File: src/rtl/program_loader_pkg.sv
// Shared constants for the boot-time program loader: FSM encodings and
// sizing helpers used by the top and the word assembler.
package program_loader_pkg;

    localparam logic [2:0] S_IDLE  = 3'd0;
    localparam logic [2:0] S_HDR   = 3'd1;
    localparam logic [2:0] S_DLOAD = 3'd2;
    localparam logic [2:0] S_ILOAD = 3'd3;
    localparam logic [2:0] S_DONE  = 3'd4;
    localparam logic [2:0] S_ERR   = 3'd5;

    // Bytes per word (and per header) is 4, so a 2-bit index covers it.
    localparam int BYTE_IDX_W = 2;

    function automatic int max_words(input int addr_width);
        return 2 ** (addr_width - 2);
    endfunction

endpackage

File: src/rtl/program_loader_word_asm.sv
// Packs a byte stream into little-endian 32-bit words; used for both the
// 4-byte header and the payload words.
module word_assembler
    import program_loader_pkg::*;
(
    input  logic        clk,
    input  logic        rst,
    input  logic        clear,
    input  logic [7:0]  byte_in,
    input  logic        byte_vld,
    output logic        byte_last,
    output logic [31:0] word,
    output logic        word_valid
);

    logic [BYTE_IDX_W-1:0] idx;

    // High while the next accepted byte completes the current word.
    assign byte_last = &idx;

    always_ff @(posedge clk or negedge rst) begin
        if (!rst) begin
            idx        <= '0;
            word       <= '0;
            word_valid <= 1'b0;
        end else if (clear) begin
            idx        <= '0;
            word       <= '0;
            word_valid <= 1'b0;
        end else begin
            word_valid <= byte_vld && byte_last;
            if (byte_vld) begin
                word <= {byte_in, word[31:8]};
                idx  <= idx + 1'b1;
            end
        end
    end

endmodule

File: src/rtl/program_loader.sv
// Boot loader: parses a framed byte stream and writes data then instruction
// words into the BRAMs, holding the core stalled until the load completes.
module program_loader
    import program_loader_pkg::*;
#(
    parameter int ADDR_WIDTH = 10,
    parameter int DATA_WIDTH = 32
) (
    input  logic                  clk,
    input  logic                  rst,
    input  logic                  start,
    input  logic [7:0]            s_byte,
    input  logic                  s_valid,
    output logic                  s_ready,
    output logic [ADDR_WIDTH-1:0] d_w_addr,
    output logic [DATA_WIDTH-1:0] d_w_dat,
    output logic                  d_w_enb,
    output logic [ADDR_WIDTH-1:0] i_w_addr,
    output logic [DATA_WIDTH-1:0] i_w_dat,
    output logic                  i_w_enb,
    output logic                  d_bram_init_done,
    output logic                  cpu_run,
    output logic                  busy,
    output logic                  err
);

    localparam int MAX_WORDS = max_words(ADDR_WIDTH);
    localparam int CNT_W     = ADDR_WIDTH - 1;

    logic [2:0]       state;
    logic [CNT_W-1:0] wcnt, wcnt_inc, d_cnt, i_cnt;
    logic             accept, fin, asm_clear, byte_last, word_valid;
    logic [31:0]      asm_word, full_word;
    logic [15:0]      hdr_d, hdr_i;
    logic             hdr_over, last_d, last_i;
    logic             wr_d, wr_i, wr_last_d, wr_final;

    assign s_ready   = state inside {S_HDR, S_DLOAD, S_ILOAD};
    assign accept    = s_valid && s_ready;
    assign fin       = accept && byte_last;
    assign asm_clear = start && (state inside {S_IDLE, S_DONE, S_ERR});

    // The word as it will look once the byte on the bus is shifted in.
    assign full_word = {s_byte, asm_word[31:8]};
    assign hdr_d     = full_word[15:0];
    assign hdr_i     = full_word[31:16];
    assign hdr_over  = (hdr_d > 16'(MAX_WORDS)) || (hdr_i > 16'(MAX_WORDS));

    assign wcnt_inc  = wcnt + 1'b1;
    assign last_d    = (wcnt_inc == d_cnt);
    assign last_i    = (wcnt_inc == i_cnt);

    word_assembler u_asm (
        .clk        (clk),
        .rst        (rst),
        .clear      (asm_clear),
        .byte_in    (s_byte),
        .byte_vld   (accept),
        .byte_last  (byte_last),
        .word       (asm_word),
        .word_valid (word_valid)
    );

    assign d_w_enb = word_valid && wr_d;
    assign i_w_enb = word_valid && wr_i;
    assign d_w_dat = asm_word;
    assign i_w_dat = asm_word;
    assign busy    = s_ready || d_w_enb || i_w_enb;

    always_ff @(posedge clk or negedge rst) begin
        if (!rst) begin
            state            <= S_IDLE;
            wcnt             <= '0;
            d_cnt            <= '0;
            i_cnt            <= '0;
            d_w_addr         <= '0;
            i_w_addr         <= '0;
            wr_d             <= 1'b0;
            wr_i             <= 1'b0;
            wr_last_d        <= 1'b0;
            wr_final         <= 1'b0;
            d_bram_init_done <= 1'b0;
            cpu_run          <= 1'b0;
            err              <= 1'b0;
        end else begin
            // Hand the data BRAM over only after its last write has landed.
            if (d_w_enb && wr_last_d)
                d_bram_init_done <= 1'b1;
            if ((d_w_enb || i_w_enb) && wr_final)
                cpu_run <= 1'b1;

            if (fin) begin
                wr_d <= (state == S_DLOAD);
                wr_i <= (state == S_ILOAD);
            end

            case (state)
                S_IDLE, S_DONE, S_ERR: begin
                    if (start) begin
                        state            <= S_HDR;
                        wcnt             <= '0;
                        cpu_run          <= 1'b0;
                        d_bram_init_done <= 1'b0;
                        err              <= 1'b0;
                    end
                end
                S_HDR: begin
                    if (fin) begin
                        d_cnt <= hdr_d[CNT_W-1:0];
                        i_cnt <= hdr_i[CNT_W-1:0];
                        wcnt  <= '0;
                        if (hdr_over) begin
                            state <= S_ERR;
                            err   <= 1'b1;
                        end else if (hdr_d != '0) begin
                            state <= S_DLOAD;
                        end else begin
                            d_bram_init_done <= 1'b1;
                            if (hdr_i != '0) begin
                                state <= S_ILOAD;
                            end else begin
                                state   <= S_DONE;
                                cpu_run <= 1'b1;
                            end
                        end
                    end
                end
                S_DLOAD: begin
                    if (fin) begin
                        d_w_addr  <= {wcnt[CNT_W-2:0], 2'b00};
                        wr_last_d <= last_d;
                        wr_final  <= last_d && (i_cnt == '0);
                        if (last_d) begin
                            wcnt  <= '0;
                            state <= (i_cnt == '0) ? S_DONE : S_ILOAD;
                        end else if (wcnt != CNT_W'(MAX_WORDS)) begin
                            wcnt <= wcnt_inc;
                        end
                    end
                end
                S_ILOAD: begin
                    if (fin) begin
                        i_w_addr  <= {wcnt[CNT_W-2:0], 2'b00};
                        wr_last_d <= 1'b0;
                        wr_final  <= last_i;
                        if (last_i)
                            state <= S_DONE;
                        else if (wcnt != CNT_W'(MAX_WORDS))
                            wcnt <= wcnt_inc;
                    end
                end
                default: state <= S_IDLE;
            endcase
        end
    end

endmodule

File: config.mk
export PLATFORM = sky130hd
export DESIGN_NAME = program_loader
export DESIGN_NICKNAME = d
export VERILOG_FILES = /design/src/rtl/program_loader_pkg.sv /design/src/rtl/program_loader_word_asm.sv /design/src/rtl/program_loader.sv
export SDC_FILE = /design/constraint.sdc
export NUM_CORES = 1
export LEC_CHECK = 0
export BUFFER_PORTS_ARGS = -buffer_cell sky130_fd_sc_hd__buf_4
export CAP_MARGIN = 20
export CORE_MARGIN = 4
export CORE_UTILIZATION = 40
export CTS_CLUSTER_SIZE = 25
export DETAILED_ROUTE_END_ITERATION = 8
export PLACE_DENSITY = 0.63
export SLEW_MARGIN = 20
export SYNTH_ARGS = -nofsm -noshare
export SYNTH_HDL_FRONTEND = slang
export SYNTH_SLANG_ARGS = --single-unit
File: constraint.sdc
create_clock -name clk -period 4.2 [get_ports clk]
set_input_delay 0.21 -clock clk [delete_from_list [all_inputs] [get_ports clk]]
set_output_delay 0.21 -clock clk [all_outputs]
set_load 0.01 [all_outputs]
==> results.py <==
metrics = {
    "cts": {
        "h-tree-depth": 3,
        "postCtsSetupRepairBufs": 0,
        "cts-root-buf": "clkbuf_16",
        "clk_pin_slew_ns": 0.07,
        "cts_buffer_depth": 2,
        "clk_latency_ns": 0.34,
        "clkSinkCount": 88,
        "cts_made_buffers": 9,
        "cts_tree": "done",
    },
    "die": {
        "fp.dieH_um": 118,
        "fp.coreArea_mm2": 0.0116,
        "num_rows": 39,
        "pin_count": 103,
        "die_x_um": 118,
        "start_util_pct": 41.7,
        "die_area_mm2": 0.0139,
    },
    "placement": {
        "post-place-cells": 663,
        "place_congestion": 0.817,
        "place_worst_setup_slack_ns": 1.40,
        "portBuffers": 98,
        "hpwl_um": 8220,
        "post_dp_cell_area_mm2": 0.00533,
    },
    "worst_setup_path": {
        "cp.required_ns": 4.39,
        "cpPeakStageDelay_ns": 0.55,
        "crit_type": "reg2reg",
        "startpoint_type": "register",
        "cpMaxStageDelayCell": "dfrtp_1",
        "path_cells": "ha_1 -> and3_1 -> nand4_1 -> xnor2_1 -> o31ai_1 -> nand3b_2 -> a31oi_1 -> o32ai_1",
        "critPathCaptureType": "register",
        "cp_top_family": "simple AND/OR/NAND/NOR gates",
        "worstPathMaxFanout": 9,
        "cp_data_arrival_time_ns": 3.01,
        "cp.buffers_inverters": 0,
    },
    "sta": {
        "setup_viol": 0,
        "fin_crit_sh_pct": 67.2,
        "tightest_slew_ns": 0.990,
        "hold_viol_final": 0,
        "slew_headroom_pct": 33.8,
        "setup_ws_ns": 1.38,
        "fmax_mhz": 355,
        "setup_tns_ns": 0,
        "rsz0062_at_grt": "no",
        "clock_skew_ns": 0.0119,
        "post-route-min-period_ns": 2.82,
        "maxSlewViolCount": 0,
    },
    "layout": {
        "final_cells": 680,
        "utilization_pct": 48.4,
        "final_area_mm2": 0.00563,
        "fillCellCount": 1100,
        "area_growth_pct": 16.2,
        "diodes": 0,
        "nets": 547,
        "layout-drive-gt1-share_pct": 32.8,
    },
    "synthesis": {
        "postSynthAreaPerCell_um2": 10.1,
        "yosysWarningCount": 0,
        "seq_area_frac_synth_pct": 45.5,
        "synth_ff_type": "dfrtp_1",
        "netlist_area_mm2": 0.00484,
        "synth.area.top_cells": "dfrtp_1 (46%), mux2_2 (7.9%), nand2_1 (7.1%)",
        "synth_fa_ha_area_share_pct": 0.776,
        "yosys.area_share.simple_pct": 21.1,
        "synth_top_family_by_area": "simple AND/OR/NAND/NOR gates",
        "muxShareOfSynthArea_pct": 7.91,
        "yosys.area.top_type": "dfrtp_1",
        "synth_top_cell_area_share_pct": 45.5,
        "async_flop_share_pct": 100,
        "synth_edf_count": 0,
        "synth_xor_area_share_pct": 5.14,
        "synth_seq_cells": 88,
        "synthCells": 478,
        "synth.distinct_cells": 68,
        "synth_compound_area_share_pct": 9.15,
    },
    "drt": {
        "routed_wl_um": 11500,
        "wl_per_cell_um": 16.9,
        "route.detailed.drc": 0,
        "drtIter0Drc": 160,
        "drt.antenna.violating_nets": 0,
        "firstDrtPassIters": 4,
        "routed_via_density": 5.39,
        "vias": 3663,
    },
    "grt": {
        "grt_use_met2_pct": 27.2,
        "busiest_layer": "met2",
        "grt_usage_pct": 16.9,
        "grt_max_degree": 56,
        "met3_usage_pct": 3.27,
        "grt_pass1_vias": 3614,
        "antenna_found_initial": 0,
        "grt_overflow": 0,
        "grt_first_pass_wirelength_um": 19200,
        "grt.met1_usage_pct": 23.2,
    },
    "run_status": {
        "status": "completed",
    },
    "pwr": {
        "peakVddDrop_uv": 243,
        "p_per_area_mw_per_mm2": 491,
        "p_leak_nw": 2.72,
    },
    "run": {
        "maxCapViolations": 0,
    },
    "hold_path": {
        "hold_class": "in2reg",
    },
}
## power breakdown
part | switching [W] | internal, W
registers | 0.000182 | 0.000992
clock network | 0.000356 | 0.000416
logic | 0.000389 | 0.000429
total | 0.000928 | 0.00184
## worst register-to-register path: cells and delay by family (launching register included)
family,cells,cell delay (ns)
and+or+nand+nor,3,0.81
AOI/OAI and AO/OA,3,0.81
DFF,1,0.55
adders and majority gates,1,0.30
xor gates and xnor gates,1,0.19
## cell type report
cell class | count | area (µm²) | share of cell area, %
Inverter | 10 | 37.5 | 0.667
Tap cell | 143 | 179 | 3.18
Clock inverter | 6 | 56.3 | 1.00
Timing Repair Buffer | 102 | 768 | 13.7
Clock buffer | 10 | 229 | 4.07
Multi-Input combinational cell | 321 | 2150 | 38.3
Sequential cell | 88 | 2200 | 39.1
## through the flow
step | power [W] | hold slack, ns
finish | 0.00276 | 0.0664
global route | 0.00294 | 0.0665
CTS | 0.00280 | 0.0584
detailed placement | 0.00202 | 0.312
global placement | 0.00200 | 0.299
floorplan | 0.00172 | -0.0856
## Yosys cell counts, drive strengths merged, types with 3 or more instances
cell	count
and3	3
nor4	7
nand3	37
nand4	4
o2bb2ai	3
dfrtp	88
xnor2	7
a21oi	8
nand2	91
nand3b	3
ha	3
nor2b	3
buf	48
and2	6
inv	9
mux2	34
or2b	3
nor4b	3
nor3	7
nor2	19
clkbuf	14
xor2	7
o21ai	20
nand2b	4
o221ai	4
or3	6
xnor3	5
a31oi	3
## state kept, by name (all words and copies together), names as in the netlist
signal,count
u_asm.word_valid,1
i_w_addr,8
wr_d,1
cpu_run,1
wr_final,1
state,3
u_asm.word,32
err,1
d_cnt,9
d_w_addr,8
wcnt,9
d_bram_init_done,1
i_cnt,9
wr_last_d,1
u_asm.idx,2
wr_i,1
## cells in the final DEF, fill, tap and decap left out, types with 3 or more instances in the layout
cell / Yosys / final
nand2b_1: 4 / 4
nor4_1: 7 / 7
buf_4: 37 / 101
xor2_1: 6 / 6
nor2b_1: 3 / 3
and2_2: 2 / 3
dfrtp_1: 88 / 88
nand3_1: 35 / 35
and3_1: 3 / 3
nand4_1: 4 / 4
inv_6: 0 / 3
nor3_2: 2 / 3
a31oi_1: 3 / 3
nor3_1: 5 / 4
clkbuf_16: 0 / 9
a21oi_1: 8 / 8
nand2_1: 91 / 91
o21ai_0: 20 / 20
mux2_2: 34 / 34
ha_1: 3 / 3
o2bb2ai_1: 3 / 3
or3_1: 6 / 6
xnor2_1: 7 / 7
o221ai_1: 4 / 4
nor2_1: 18 / 18
conb_1: 1 / 4
inv_1: 9 / 9
## logic make-up (layout without fill, tap and decap cells)
kind of cell / after synthesis / after routing
flip-flops: 88 / 88
buffers and inverters: 72 / 128
multiplexers: 34 / 34
AND/OR/NAND/NOR: 201 / 201
AO/OA/AOI/OAI: 60 / 60
other: 1 / 4
adder cells (fa/ha/maj): 3 / 3
XOR/XNOR: 19 / 19
## layer usage
| layer | wire (µm) | share of wire, % | vias up |
|---|---|---|---|
| li1 | - | - | 1732 |
| met1 | 5210 | 45 | 1832 |
| met2 | 5700 | 50 | 88 |
| met3 | 463 | 4.0 | 11 |
| met4 | 130 | 1.1 | 0 |
| met5 | 0 | 0 | - |
## what timing repair did
action                                 in CTS  in global routing
hold buffers                                1                  0
endpoints found under the hold margin      54                  0
resized for setup                           0                  0
## path summary, 6_finish.rpt
path,from,to,slack [ns],cells past startpoint
max in group asynchronous,rst,i_w_addr[9],2.84,3
max,wcnt[0],wcnt[1],1.38,8
max reg2reg,wcnt[0],wcnt[1],1.38,8
min,s_byte[1],u_asm.word[25],0.07,3
min in group asynchronous,rst,u_asm.word[25],0.46,2
min reg2reg,wr_d,wr_d,0.48,1
(Power assumes the default switching activity.)
